===== src/rtl/imm_chunk_encoder.sv =====
// Splits a DATA_W constant into the shortest LOAD/SHLOR immediate sequence,
// skipping leading zero chunks that zero-extension already supplies.
module imm_chunk_encoder #(
   parameter int unsigned DATA_W = 8,
   parameter int unsigned IMM_W  = 4,
   parameter int unsigned REG_W  = 2
) (
   input  logic              clk,
   input  logic              rst_n,
   input  logic              in_valid,
   output logic              in_ready,
   input  logic [DATA_W-1:0] in_value,
   input  logic [REG_W-1:0]  in_rd,
   output logic              out_valid,
   input  logic              out_ready,
   output logic              out_op,
   output logic [IMM_W-1:0]  out_imm,
   output logic [REG_W-1:0]  out_rd,
   output logic              out_last,
   output logic              busy
);
   localparam int unsigned NCHUNK = DATA_W / IMM_W;
   localparam int unsigned IDX_W  = (NCHUNK > 1) ? $clog2(NCHUNK) : 1;

   if ((IMM_W == 0) || (DATA_W % IMM_W != 0)) begin : g_bad_width
      $error("imm_chunk_encoder: DATA_W must be a non-zero multiple of IMM_W");
   end

   typedef enum logic {IDLE, EMIT} state_t;

   state_t            state;
   logic [DATA_W-1:0] value_q;
   logic [IDX_W-1:0]  idx_q;
   logic [IDX_W-1:0]  lead;
   logic [IDX_W-1:0]  idx_next;

   function automatic logic [IMM_W-1:0] chunk(input logic [DATA_W-1:0] v,
                                              input logic [IDX_W-1:0]  k);
      return v[k*IMM_W +: IMM_W];
   endfunction

   // Highest non-zero chunk of the incoming constant; 0 when the constant is 0.
   always_comb begin
      lead = '0;
      for (int unsigned k = 0; k < NCHUNK; k++) begin
         if (in_value[k*IMM_W +: IMM_W] != '0) lead = IDX_W'(k);
      end
   end

   assign idx_next = idx_q - 1'b1;

   // Output fields are loaded one cycle ahead so every out_* comes from a flop.
   always_ff @(posedge clk or negedge rst_n) begin
      if (!rst_n) begin
         state     <= IDLE;
         in_ready  <= 1'b1;
         out_valid <= 1'b0;
         busy      <= 1'b0;
         out_op    <= 1'b0;
         out_imm   <= '0;
         out_rd    <= '0;
         out_last  <= 1'b0;
         idx_q     <= '0;
         value_q   <= '0;
      end else begin
         case (state)
            IDLE: begin
               if (in_valid && in_ready) begin
                  value_q   <= in_value;
                  idx_q     <= lead;
                  out_rd    <= in_rd;
                  out_op    <= 1'b0;
                  out_imm   <= chunk(in_value, lead);
                  out_last  <= (lead == '0);
                  out_valid <= 1'b1;
                  in_ready  <= 1'b0;
                  busy      <= 1'b1;
                  state     <= EMIT;
               end
            end
            EMIT: begin
               if (out_valid && out_ready) begin
                  if (idx_q == '0) begin
                     out_valid <= 1'b0;
                     in_ready  <= 1'b1;
                     busy      <= 1'b0;
                     state     <= IDLE;
                  end else begin
                     idx_q    <= idx_next;
                     out_op   <= 1'b1;
                     out_imm  <= chunk(value_q, idx_next);
                     out_last <= (idx_next == '0);
                  end
               end
            end
            default: state <= IDLE;
         endcase
      end
   end
endmodule


===== config.mk =====
export PLATFORM = sky130hd
export DESIGN_NAME = imm_chunk_encoder
export DESIGN_NICKNAME = d
export VERILOG_FILES = /design/src/rtl/imm_chunk_encoder.sv
export SDC_FILE = /design/constraint.sdc
export NUM_CORES = 1
export LEC_CHECK = 0
export CORE_MARGIN = 8
export CORE_UTILIZATION = 47
export CTS_CLUSTER_SIZE = 10
export DETAILED_ROUTE_END_ITERATION = 12
export PLACE_DENSITY = 0.84
export REMOVE_ABC_BUFFERS = 1
export SYNTH_ARGS = -nofsm -noshare
export SYNTH_HDL_FRONTEND = slang
export SYNTH_SLANG_ARGS = --single-unit

===== constraint.sdc =====
create_clock -name clk -period 1.4 [get_ports clk]
set_input_delay 0.35 -clock clk [delete_from_list [all_inputs] [get_ports clk]]
set_output_delay 0.35 -clock clk [all_outputs]
set_load 0.02 [all_outputs]

==> impl_metrics.yaml, run 1 <==
yosys:
  synth-edff-count: 0
  ys_warn_count: 0
  synth.distinct_cells: 23
  avgSynthCellArea_um2: 10.0
  synthCells: 96
  synth_seq_cells: 20
  ys_seq_area_share_pct: 52.2
  netlist_area_um2: 961
  synth_ff_type: "dfrtp_1"
  async_flop_share_pct: 100
  synth_top_cell_by_area: "dfrtp_1"
  synth_most_common_cell: "nand2_1"
  synth_top_area_share_pct: 49.5
  synthTopCellsByCount: "nand2_1 (33), dfrtp_1 (19)"
  synthTopCellsByArea: "dfrtp_1 (49%), nand2_1 (13%), mux2_2 (4.7%), mux2i_1 (4.2%), dfstp_2 (2.7%)"
drt:
  drtIter0Drc: 20
  wirelength_mm: 2.22
  final_antenna_net_count: 0
  via_per_inst: 5.13
  drc_errors: 0
  drt-wirelength-per-cell_um: 13.8
  routed-via-count: 826
  first_pass_iters: 4
worst_setup_path:
  critPathLaunchType: "flip-flop"
  critPathCaptureType: "primary output"
  crit_path_top_delay_cell: "dfrtp_1"
  r2r_slack_ns: 0.06
  crit_fanout: 2
  critPathKind: "reg -> out"
  worstPathCellList: "dlygate4sd2_1"
  crit_arrival_ns: 1.02
  r2r-end: "out_rd[0]$_DFFE_PN0P_"
  slowest_delay_ns: 0.39
  reg2reg_depth: 6
  cp_top_family: "flip-flops"
  crit_required_ns: 1.05
  critPathBufInv: 1
  r2r-start: "in_ready$_DFFE_PN1P_"
hold_path:
  worstHoldStart: "in_value[7]"
  hold_path_depth: 3
  hold_class: "in -> reg"
  whs_endpoint: "value_q[7]$_DFFE_PN0P_"
cells_and_area:
  final_cells: 161
  layout-drive-gt1-share_pct: 26.9
  final_core_util_pct: 69.0
  num_antenna_cells: 0
  final_net_count: 149
  area_growth_pct: 39.5
  fin_area_um2: 1340
floorplan:
  dieArea_um2: 3750
  die_width_um: 61.2
  die_height_um: 61.2
  ioPinCount: 25
  row_count: 16
  start_util_pct: 49.5
  core_um2: 1940
clocking:
  htreeDepth: 1
  cts_buffer_depth: 2
  clock-root-buffer: "clkbuf_4"
  cts_tree: "yes"
  cts_hold_buffers: 0
  clkLatencyLatePin_ns: 0.31
  cts_buffers: 3
  clk_pin_slew_worst_paths_ns: 0.11
  clock_sinks: 20
sta:
  hold_viol: 0
  min_period_ns: 1.37
  fin_hold_ws_ns: 0.347
  finalSetupViolations: 0
  relSlewSlack_pct: 75.6
  max_slew.worst_pin.slew_ns: 0.363
  rsz0062_at_grt: "true"
  tns_ns: 0
  clock_skew_ns: 0.00171
  slew_viol_final: 0
  fin_crit_sh_pct: 98.0
  max_freq_mhz: 729
  setup_ws_ns: 0.0284
power_and_ir_drop:
  p_leak_nw: 0.662
  p_per_area_nw_per_um2: 2100
  p_total_mw: 2.81
  irDropWorstVdd_v: 0.00111
placed_design:
  place_area_um2: 1290
  dp_hpwl_mm: 1.75
  gp_congestion: 0.807
  placed_cells: 155
  place_ws_ns: -0.290
  place.port_buffers: 24
grt:
  grt_use_total_pct: 13.4
  gr-total-overflow: 0
  grt_pass1_wl_mm: 3.68
  antenna_found_initial: 0
  first_global_vias: 817
  grt_max_degree: 21
job:
  drv_cap: 0
outcome:
  status: "finished clean"
-- sequential cells by signal, summed over array words and instances, names as in the netlist --
name      cells
idx_q         1
state         1
value_q       8
out_op        1
in_ready      1
out_last      1
busy          1
out_imm       4
out_rd        2
-- cell usage in the layout, fill, tap and decap left out, types with 2 or more instances in the layout --
cell type,netlist,final
clkdlybuf4s15_1,0,5
inv_1,3,3
nand2_1,33,32
mux2i_1,4,4
clkbuf_4,0,3
dlymetal6s2s_1,0,2
o21a_1,2,2
mux2_2,4,4
nand3_1,4,4
nor3_1,4,4
buf_6,2,3
clkdlybuf4s50_1,0,11
nand3b_1,2,2
a31oi_1,3,3
buf_4,2,14
a21o_1,2,2
o21ai_0,2,2
dfrtp_1,19,18
clkbuf_2,0,4
-- report_power, final --
group          internal [mW]  total (mW)  switching [mW]
Sequential             0.867        1.07           0.207
Clock                  0.159       0.348           0.189
Combinational          0.712        1.39           0.678
-- routing by layer --
metal / wire [um] / GRT usage (%) / vias to the layer above
met4: 57 / 7.97 / 0
met5: 0 / 0 / -
met2: 1070 / 22.2 / 30
met3: 189 / 4.18 / 6
li1: - / - / 400
met1: 903 / 14.6 / 390
-- timing repair --
item                                    4_1_cts  5_1_grt
endpoints found under the hold margin         0        0
pin swaps                                     1        1
resized for setup                            20       15
gates cloned                                  0        0
buffers inserted                              0        2
endpoints found under the setup margin       16       14
-- kinds of logic after synthesis --
group / count (synthesis) / synth area share, %
simple gates: 47 / 24.0
buf+inv: 9 / 6.12
flops: 20 / 52.2
mux: 8 / 8.85
compound gates: 12 / 8.85
-- area by class of cell --
class / count / area (um^2)
Clock buffer: 4 / 36.3
Fill cell: 150 / 602
Inverter: 3 / 11.3
Multi-Input combinational cell: 67 / 403
Sequential cell: 20 / 503
Tap cell: 27 / 33.8
Timing Repair Buffer: 40 / 353
-- how the worst max path moves through the flow --
stage                        endpoint  slack [ns]  cells past startpoint                   start
2_1_floorplan    out_last$_DFFE_PN0P_       0.003                      3         state$_DFF_PN0_
3_3_place_gp   out_imm[3]$_DFFE_PN0P_       -0.25                      4             in_value[7]
3_5_place_dp   out_imm[3]$_DFFE_PN0P_       -0.29                      4             in_value[7]
4_1_cts                    out_imm[0]       0.002                      1  out_imm[0]$_DFFE_PN0P_
5_1_grt        out_imm[1]$_DFFE_PN0P_      -0.002                      4         state$_DFF_PN0_
6_report                   out_imm[2]        0.03                      1  out_imm[2]$_DFFE_PN0P_
Note: power is estimated with default switching activity, not from simulation.
==> run 2, diff against run 1 <==
--- a/config.mk
+++ b/config.mk
@@ -5,10 +5,12 @@
 export SDC_FILE = /design/constraint.sdc
 export NUM_CORES = 1
 export LEC_CHECK = 0
+export CAP_MARGIN = 20
 export CORE_MARGIN = 8
 export CORE_UTILIZATION = 47
 export CTS_CLUSTER_SIZE = 10
 export DETAILED_ROUTE_END_ITERATION = 12
+export MAX_ROUTING_LAYER = met4
 export PLACE_DENSITY = 0.84
 export REMOVE_ABC_BUFFERS = 1
 export SYNTH_ARGS = -nofsm -noshare
==> impl_metrics.yaml, run 2 (synthesis gave the netlist of run 1 again) <==
job:
  drv_cap: 0
cells_and_area:
  largest_reg_flops: 8
  top_regs: "value_q: 8 flops, out_imm: 4 flops, out_rd: 2 flops"
  largest-register: "value_q"
  fin_area_um2: 1340
  final_common_cell: "nand2_1"
  layout-drive-gt1-share_pct: 26.9
  num_antenna_cells: 0
  final_net_count: 149
  mostFrequentLayoutCells: "nand2_1 (32), dfrtp_1 (18), buf_4 (14)"
  area_growth_pct: 39.5
  final_cells: 161
grt:
  grt_use_total_pct: 13.8
  antenna_found_initial: 0
  first_global_vias: 817
  grt_max_degree: 21
  grt_pass1_wl_mm: 3.68
  gr-total-overflow: 0
placed_design:
  placed_cells: 155
  dp_hpwl_mm: 1.75
  place_ws_ns: -0.290
  gp_congestion: 0.819
  place_area_um2: 1290
  place.port_buffers: 24
clocking:
  cts_hold_buffers: 0
  clk_pin_slew_worst_paths_ns: 0.11
  cts_buffers: 3
  clock_sinks: 20
  cts_tree: "yes"
  clkLatencyLatePin_ns: 0.31
  htreeDepth: 1
  cts_buffer_depth: 2
  clock-root-buffer: "clkbuf_4"
sta:
  hold_viol: 0
  relSlewSlack_pct: 74.6
  min_period_ns: 1.37
  rsz0062_at_grt: "true"
  clock_skew_ns: 0.00220
  finalSetupViolations: 0
  max_slew.worst_pin.slew_ns: 0.378
  slew_viol_final: 0
  setup_ws_ns: 0.0325
  tns_ns: 0
  fin_crit_sh_pct: 97.7
  max_freq_mhz: 731
worst_setup_path:
  slowest_delay_ns: 0.39
  critPathLaunchType: "flip-flop"
  reg2reg_depth: 6
  critPathBufInv: 1
  crit_fanout: 2
  cp_top_family: "flip-flops"
  crit_path_top_delay_cell: "dfrtp_1"
  worstPathCellList: "dlygate4sd2_1"
  cp.depth: 1
  critPathKind: "reg -> out"
  crit_required_ns: 1.05
  critPathCaptureType: "primary output"
  crit_arrival_ns: 1.02
floorplan:
  die_height_um: 61.2
  row_count: 16
  dieArea_um2: 3750
  core_um2: 1940
  ioPinCount: 25
  die_width_um: 61.2
  start_util_pct: 49.5
power_and_ir_drop:
  p_sw_mw: 1.07
  p_per_area_nw_per_um2: 2100
  intPower_mw: 1.74
  seqPwrFrac_pct: 38.2
  p_comb_share_pct: 49.5
  p_leak_nw: 0.662
  irDropWorstVdd_v: 0.00111
  p_sw_share_pct: 38.2
  power_frac_clock_pct: 12.3
outcome:
  status: "finished clean"
hold_path:
  hold_path_depth: 3
  hold_class: "in -> reg"
drt:
  wirelength_mm: 2.21
  routed-via-count: 833
  drt-wirelength-per-cell_um: 13.7
  via_per_inst: 5.17
  first_pass_iters: 4
  drc_errors: 0
  final_antenna_net_count: 0
  drtIter0Drc: 20
-- run 2: cell counts in the layout (fill, tap and decap cells not counted) --
Identical to the previous run, type by type.
-- run 2: through the flow --
stage / hold slack (ns) / utilization (%) / total power, mW
6_report: 0.351 / 69.0 / 2.81
5_1_grt: 0.365 / 69.0 / 3.00
4_1_cts: 0.387 / 67.9 / 2.76
3_5_place_dp: 0.469 / 66.6 / 2.51
3_3_place_gp: 0.453 / 66.6 / 2.46
2_1_floorplan: 0.0544 / - / 1.82
-- run 2: power groups by stage --
stage	clock, mW	combinational, mW	sequential (mW)
2_1_floorplan	0	0.566	1.26
6_report	0.345	1.39	1.07
4_1_cts	0.352	1.35	1.06
5_1_grt	0.375	1.51	1.11
3_3_place_gp	0	1.41	1.05
3_5_place_dp	0	1.44	1.07
-- run 2: final timing paths --
path / to / slack [ns] / from
max: out_imm[2] / 0.03 / out_imm[2]$_DFFE_PN0P_
min: value_q[7]$_DFFE_PN0P_ / 0.35 / in_value[7]
max reg2reg: out_rd[0]$_DFFE_PN0P_ / 0.06 / in_ready$_DFFE_PN1P_
min reg2reg: out_rd[1]$_DFFE_PN0P_ / 0.49 / out_rd[1]$_DFFE_PN0P_
max in group asynchronous: in_ready$_DFFE_PN1P_ / 0.76 / rst_n
min in group asynchronous: value_q[2]$_DFFE_PN0P_ / 0.39 / rst_n
-- run 2: cell type report --
type	instances	area, um^2
fillers	150	602
inverters	3	11.3
clock buffers	4	36.3
multi-input cells	67	403
repair buffers	40	353
well taps	27	33.8
flip-flops and latches	20	503
-- run 2: what timing repair did --
action / in CTS / in global routing
endpoints found under the setup margin: 16 / 14
setup buffers: 0 / 2
cloned: 0 / 0
pin swaps: 1 / 1
resized for setup: 20 / 15
-- run 2: metal layers --
layer	global-route usage (%)	vias up	share of wire, %
met4	7.97	0	2.9
met1	15.2	395	43
met3	3.13	7	6.1
met2	22.2	34	48
met5	-	-	0
li1	-	397	-
==> run 3, diff against run 2 <==
--- a/config.mk
+++ b/config.mk
@@ -7,12 +7,13 @@
 export LEC_CHECK = 0
 export CAP_MARGIN = 20
 export CORE_MARGIN = 8
-export CORE_UTILIZATION = 47
+export CORE_UTILIZATION = 35
 export CTS_CLUSTER_SIZE = 10
 export DETAILED_ROUTE_END_ITERATION = 12
 export MAX_ROUTING_LAYER = met4
-export PLACE_DENSITY = 0.84
+export PLACE_DENSITY = 0.68
 export REMOVE_ABC_BUFFERS = 1
+export SETUP_SLACK_MARGIN = 0.02
 export SYNTH_ARGS = -nofsm -noshare
 export SYNTH_HDL_FRONTEND = slang
 export SYNTH_SLANG_ARGS = --single-unit
==> impl_metrics.yaml, run 3 (synthesis gave the netlist of run 1 again) <==
worst_setup_path:
  critPathCaptureType: "primary output"
  crit_path_top_delay_cell: "dfrtp_1"
  crit_required_ns: 1.05
  r2r-start: "state$_DFF_PN0_"
  cp_top_family: "flip-flops"
  reg2reg_depth: 3
  crit_fanout: 2
  slowest_delay_ns: 0.42
  r2r-end: "out_last$_DFFE_PN0P_"
  critPathLaunchType: "flip-flop"
  critPathKind: "reg -> out"
  worstPathCellList: "clkdlybuf4s15_2"
  r2r_slack_ns: 0.08
  crit_arrival_ns: 0.98
  critPathBufInv: 1
placed_design:
  gp_congestion: 0.806
  place.port_buffers: 24
  dp_hpwl_mm: 1.69
cells_and_area:
  largest_reg_flops: 8
  layout-drive-gt1-share_pct: 29.0
  fillers: 254
  top_regs: "value_q: 8 flops, out_imm: 4 flops, out_rd: 2 flops"
  final_net_count: 146
  largest-register: "value_q"
  mostFrequentLayoutCells: "nand2_1 (33), dfrtp_1 (18), clkdlybuf4s50_1 (13), buf_4 (13), clkbuf_2 (8)"
  final_common_cell: "nand2_1"
  num_antenna_cells: 0
  area_growth_pct: 37.0
  final_core_util_pct: 49.0
clocking:
  cts_buffers: 3
  cts_hold_buffers: 0
  clock_sinks: 20
  clk_pin_slew_worst_paths_ns: 0.11
  cts_buffer_depth: 2
  htreeDepth: 1
  clock-root-buffer: "clkbuf_4"
  clkLatencyLatePin_ns: 0.30
  cts_tree: "yes"
floorplan:
  start_util_pct: 35.8
  die_height_um: 68.4
  die_width_um: 68.4
  ioPinCount: 25
  dieArea_um2: 4680
  core_um2: 2690
  row_count: 19
grt:
  grt_pass1_wl_mm: 3.71
  first_global_vias: 852
  antenna_found_initial: 0
  grt_max_degree: 21
  grt_use_total_pct: 10.9
  gr-total-overflow: 0
drt:
  drtIter0Drc: 10
  final_antenna_net_count: 0
  drc_errors: 0
  wirelength_mm: 2.14
  first_pass_iters: 4
  via_per_inst: 4.86
  routed-via-count: 787
  drt-wirelength-per-cell_um: 13.2
sta:
  finalSetupViolations: 0
  relSlewSlack_pct: 78.6
  clock_skew_ns: 0.00181
  hold_viol: 0
  rsz0062_at_grt: "false"
  min_period_ns: 1.33
  fin_crit_sh_pct: 95.3
  tns_ns: 0
  slew_viol_final: 0
  max_freq_mhz: 749
  max_slew.worst_pin.slew_ns: 0.318
power_and_ir_drop:
  seqPwrFrac_pct: 38.5
  power_frac_clock_pct: 16.7
  p_per_area_nw_per_um2: 2130
  p_sw_mw: 1.03
  irDropWorstVdd_v: 0.00108
  intPower_mw: 1.77
  p_comb_share_pct: 44.8
  p_leak_nw: 0.637
  p_sw_share_pct: 36.7
outcome:
  status: "finished clean"
job:
  drv_cap: 0
hold_path:
  hold_class: "in -> async"
[run 3: changes by cell type in the layout (fill, tap and decap cells not counted), sizes merged, moves of 2 or more]
cell,before,now
buf,17,14
clkbuf,8,11
clkdlybuf4s15,5,2
clkdlybuf4s50,11,13
dlymetal6s2s,2,0
[run 3: cell type report]
| class | count | area [um^2] | area share [%] |
|---|---|---|---|
| Multi-Input combinational cell | 67 | 400 | 30.4 |
| Clock buffer | 3 | 22.5 | 1.71 |
| Sequential cell | 20 | 503 | 38.2 |
| Inverter | 3 | 11.3 | 0.856 |
| Tap cell | 31 | 38.8 | 2.95 |
| Clock inverter | 1 | 30.0 | 2.28 |
| Timing Repair Buffer | 37 | 310 | 23.6 |
[run 3: worst max-delay path by stage]
stage	start	end	slack [ns]	depth (start not counted)
after detailed placement	in_value[7]	out_imm[3]$_DFFE_PN0P_	-0.22	4
after floorplan	state$_DFF_PN0_	out_last$_DFFE_PN0P_	0.003	3
after global routing	out_imm[2]$_DFFE_PN0P_	out_imm[2]	0.02	1
after global placement	in_value[7]	out_imm[3]$_DFFE_PN0P_	-0.19	4
final	out_imm[3]$_DFFE_PN0P_	out_imm[3]	0.07	1
after CTS	busy$_DFFE_PN0P_	out_valid	-0.0006	1
[run 3: per-stage QoR]
step	hold WS, ns	total power, mW	cells	cell area (um^2)	worst slack, ns
detailed placement	0.458	2.49	158	1300	-0.219
CTS	0.362	2.88	162	1350	-0.000591
floorplan	0.0544	1.82	90	913	0.00315
global route	0.375	3.02	162	1320	0.0212
global placement	0.454	2.46	158	1300	-0.186
finish	0.375	2.80	162	1320	0.0651
[run 3: timing repair]
item | CTS | global route
buffers inserted | 0 | 0
gates resized for setup | 24 | 12
endpoints found under the setup margin | 11 | 11
endpoints found under the hold margin | 0 | 0
[run 3: power by group through the flow]
stage | Sequential [mW] | Clock, mW | Combinational [mW]
after floorplan | 1.26 | 0 | 0.566
after global placement | 1.07 | 0 | 1.38
after detailed placement | 1.09 | 0 | 1.40
after CTS | 1.08 | 0.485 | 1.32
after global routing | 1.11 | 0.511 | 1.40
final | 1.08 | 0.469 | 1.26
[run 3: per-layer routing]
metal  vias up  wire [um]  global-route usage (%)
li1        395          -                       -
met1       371        995                    12.1
met2        18       1030                    17.7
met3         3         85                    2.62
met4         0         28                    6.14
met5         -          0                       -
